<file path="src/rtl/timeout_counter.sv">
// Counts enabled cycles from zero; flags the cycle in which the count sits at LIMIT-1.
module timeout_counter #(
  parameter int unsigned LIMIT = 1000
) (
  input  logic clk,
  input  logic reset,
  input  logic i_enable,
  input  logic i_clear,
  output logic o_expired
);

  localparam int unsigned CNT_W = (LIMIT > 1) ? $clog2(LIMIT) : 1;

  logic [CNT_W-1:0] r_count;

  always_ff @(posedge clk) begin
    if (!reset) begin
      r_count <= '0;
    end else if (i_clear) begin
      r_count <= '0;
    end else if (i_enable) begin
      r_count <= r_count + 1'b1;
    end
  end

  // LIMIT of zero means the run never times out.
  if (LIMIT == 0) begin : g_off
    assign o_expired = 1'b0;
  end else begin : g_on
    assign o_expired = i_enable && (r_count == CNT_W'(LIMIT - 1));
  end

endmodule

</file>
<file path="config.mk">
export PLATFORM = sky130hd
export DESIGN_NAME = timeout_counter
export DESIGN_NICKNAME = d
export VERILOG_FILES = /design/src/rtl/timeout_counter.sv
export SDC_FILE = /design/constraint.sdc
export NUM_CORES = 1
export LEC_CHECK = 0
export CAP_MARGIN = 20
export CELL_PAD_IN_SITES_DETAIL_PLACEMENT = 1
export CELL_PAD_IN_SITES_GLOBAL_PLACEMENT = 1
export CORE_AREA = 2 2 39 41
export DETAILED_ROUTE_END_ITERATION = 7
export DIE_AREA = 0 0 41 43
export PLACE_DENSITY = 0.65
export RECOVER_POWER = 100
export SLEW_MARGIN = 0
export SYNTH_ARGS = -nofsm -noshare
export SYNTH_HDL_FRONTEND = slang
export SYNTH_SLANG_ARGS = --single-unit
</file>
<file path="constraint.sdc">
create_clock -name clk -period 1.6 [get_ports clk]
set_clock_uncertainty 0.05 [all_clocks]
set_input_delay 0.32 -clock clk [delete_from_list [all_inputs] [get_ports clk]]
set_output_delay 0.32 -clock clk [all_outputs]
set_load 0.005 [all_outputs]
</file>
# --- Word-level counts from Yosys, hierarchy flattened ---
# Index checks and enable logic that the tools add are counted.
classes:
  add_sub_neg: 1
  n_eq_ne: 1
  bitwise: 1
  reduce_logical: 2
ops:
  columns: ["op", "n"]
  rows:
  - ["10-bit by 1-bit adder with 10-bit output (second input constant)", 1]
  - ["10-bit == test (second input constant)", 1]
  - ["2-bit OR reduction", 1]
  - ["1-bit logical AND", 1]
  - ["1-bit inverter", 1]
totals:
  ff_bits: 10
  in_bits: 4
  out_inout_bits: 1
  wordCells: 6

# --- Logic depth before layout (Yosys ltp) ---
depth:
  word_depth: 2
  depth_mapped: 4
  mapped_depth_nobuf: 4

# --- Least setup slack after synthesis ---
# No wires, ideal clock.
synth_path:
  kind: "register to register"
  startpoint: "reg r_count[0]"
  endpoint: "reg r_count[8]"
  setup_ps: 71
  t_arrival_ps: 1286
  t_required_ps: 1479
  path_slack_ps: 193
  path_stages_with_launch: 5
  n_path_buf: 0
  period_less_slack_ps: 1407
  cell_sequence: "dfxtp_1 > ha_1 > nand3_2 > or4_1 > a21oi_1"
synth_via:
  elab_chain_cells: 1
synth_rtl:
  columns: ["element", "line_no", "text"]
  rows:
  - ["start, declared", "14", "logic [CNT_W-1:0] r_count;"]
  - ["start signal, assigned", "22", "r_count <= r_count + 1'b1;"]
  - ["10-bit by 1-bit adder with 10-bit output", "22", null]
# No other way between the ends.
# A chain may end at the register's enable or synchronous reset.

# --- Worst setup path in the final report ---
layout_path:
  startpoint: "reg r_count[1]"
  endpoint: "out o_expired"
layout_via:
  elab_chain_cells: 2
layout_rtl:
  columns: ["element", "line_no", "text"]
  rows:
  - ["10-bit == test", "30", "assign o_expired = i_enable && (r_count == CNT_W'(LIMIT - 1));"]
  - ["1-bit logical AND", "30", null]
  - ["end, declared", "9", "output logic o_expired"]
# No other way between the ends.

==> results.md <==
- Status: complete, but fails checks
- Failing checks: setup timing
- HP Class: register to register
- Fmax: 0.625 GHz
- Antenna-violating nets left: 0
- RR Startpoint: r_count[5]$_SDFFE_PP0P_
- Final setup margin: -0.000271 ns
- Number of nets in the layout: 77
- Crit path launch type: register
- Area grow syn2layout: 48.2%
- Worst R2R Setup Slack: 0.10 ns
- Leading area contributor after synthesis: dfxtp_1
- TritonCTS buffer count: 3
- Leakage: 0.258 nW
- Top cells by area, synth: dfxtp_1 (44%), xor2_1 (5.8%), a21oi_1 (5.5%), o31ai_1 (5.0%), or4_1 (5.0%)
- Crit path max-delay family: flip-flops
- Reg2reg end: r_count[9]$_SDFFE_PP0P_
- Clk buf depth: 2
- Number of distinct library cells after synthesis: 20
- Top reg by flops: r_count
- Core footprint: 1380 µm²
- Final Hold Viols: 0
- Number of max-cap violations: 0
- Setup Crit Path Kind: register to output pin
- Hold Worst Slack: 0.441 ns
- Sequential cell area fraction in the yosys report: 44.1%
- Worst hold path cell count: 2
- Worst-Margin Slew: 0.410 ns
- Worst VDD drop: 0.405 mV
- Gr usage total: 16.7%
- Crit-path cells: ha_4 > nand3_4 > nor4_4 > buf_2
- Inserted Diodes: 0
- Drt first pass iters: 3
- CP bufs+invs: 1
- Setup crit end kind: output pin
- Grt total ovfl: 0
- Pwr Density: 679 nW/µm²
- Clk slew on worst S/H paths: 0.07 ns
- Max reg flops: 10
- CTS root buffer: clkbuf_4
- Yosys top cell area share: 44.1%
- Std-Cell Rows: 14
- CTS sink count: 10
- Largest net degree at the start of global routing: 11
- Worst skew pair latency: 0.27 ns
- Die W: 41 µm
- Slowest CP cell: dfxtp_2
- CTS tree: yes
- Final setup vio count: 1
- Vias in the first global route: 443
- Post-synthesis async set-or-reset flop share: 0%
- Largest registers: r_count: 10 flops
- Drt wl/cell: 13.3 µm
- Layout cells sized above 1: 35.7%
- WP data required: 1.23 ns
- DR vias/cell: 5.15
- Headroom to the max-slew limit: 72.7%
- R2r worst-path depth: 4
- Setup TNS: -0.000271 ns
- Worst-path maximum fanout: 2
- Synth Cell Area: 454 µm²
- GPL Wtd Cong: 0.646
- Ys Warns: 0
- Mapped Nets: 55
- Final min period: 1.60 ns
- Synthesized instance count: 50
- Initial Utilization: 32.8%
- Commonest cells post-synth: dfxtp_1 (10), a21oi_1 (5), nor2_1 (5)
- Worst path max stage delay: 0.36 ns
- Post-synth top flop: dfxtp_1
- DR iter-0 viols: 1
- Cts hold-fix bufs: 0
- Post-synth EDFFs: 0
- Count leader, synth: dfxtp_1
- # DRC: 0
- Antenna violations before repair: 0
- IO buf count: 4
- Hpwl dp: 778 µm
- Mean Syn Cell Area: 9.08 µm²
- First-pass GRT wire length: 1.95 mm
- Worst Hold End: r_count[9]$_SDFFE_PP0P_
- Final period util: 100%
- DIE AREA: 1760 µm²
- Die H: 43 µm
- Synthesized flop and latch total: 10
- Final Max Tran Viols: 0
- Crit path DAT: 1.23 ns
- H-Tree Depth: 1
- Final Power: 0.000457 W
- DRT Wirelength: 1.14 mm
- Vias: 443
- Hold wc startpoint: r_count[9]$_SDFFE_PP0P_
- Number of I/O pins: 5
- RSZ-0062 raised after global routing: true
## metrics by stage
step / instances / util, % / setup WS, ns / instance area, µm²
after global routing: 86 / 48.6 / -0.0906 / 673
final: 86 / 48.6 / -0.000271 / 673
after CTS: 85 / 45.8 / 0.0218 / 634
after detailed placement: 82 / 43.9 / -0.500 / 608
after global placement: 82 / 43.9 / -0.503 / 608
after floorplan: 50 / - / 0.193 / 454
## where the power goes
group	internal (W)	switching, W
Combinational	0.0000142	0.0000115
Clock	0.0000869	0.0000916
Sequential	0.000251	0.00000176
## worst reg2reg max path, cell delays in order (launching register included)
cell and delay, ns:
dfxtp_1 0.34, nand4_1 0.19, buf_4 0.20, or4_1 0.50, a21oi_1 0.15
## area by class of cell
type                    instances  area [µm²]
repair buffers                 19         150
clock buffers                   3        22.5
flip-flops and latches         10         203
multi-input cells              38         278
well taps                      16        20.0
fillers                       173         711
## per-layer routing
layer,wire (µm),GRT usage [%],share of wire [%],up-vias
li1,-,-,-,224
met1,494,22.3,43,210
met2,600,22.8,52,7
met3,38,3.14,3.3,2
met4,10,12.0,0.87,0
met5,0,0,0,-
## cell families (layout without fill, tap and decap cells)
logic type | count (synthesis) | count (layout) | share of synthesized area (%)
simple gates | 22 | 22 | 28.1
mux | 1 | 1 | 2.20
flops | 10 | 10 | 44.1
compound gates | 10 | 10 | 12.7
buf+inv | 2 | 22 | 2.48
xor+xnor | 4 | 4 | 7.71
fa+ha+maj | 1 | 1 | 2.75
## worst max path at each step
stage                                  startpoint  slack [ns]  depth (start not counted)                      end
after global placement                   i_enable       -0.50                          4                o_expired
final                     r_count[1]$_SDFFE_PP0P_     -0.0003                          4                o_expired
after CTS                 r_count[0]$_SDFFE_PP0P_        0.02                          4                o_expired
after global routing      r_count[1]$_SDFFE_PP0P_       -0.09                          4                o_expired
after floorplan           r_count[0]$_SDFFE_PP0P_        0.19                          4  r_count[8]$_SDFFE_PP0P_
after detailed placement                 i_enable       -0.50                          4                o_expired
## placed cells by master (no fill, tap or decap), drive strengths merged
cell type / count
a21oi: 5
buf: 16
clkbuf: 3
clkdlybuf4s50: 1
dfxtp: 10
dlygate4sd3: 1
dlymetal6s2s: 1
ha: 1
mux2i: 1
nand2: 4
nand2b: 2
nand3: 2
nand4: 3
nor2: 5
nor4: 1
o21ai: 2
o31ai: 3
or3: 2
or4: 3
xnor2: 1
xor2: 3
## timing repair
item / in CTS / in global routing
endpoints found under the setup margin: 1 / 5
gates resized for setup: 6 / 6
buffers inserted: 0 / 1
pin swaps: 1 / 4
hold endpoints to repair: 0 / 0
Note: power is estimated with default switching activity, not from simulation.
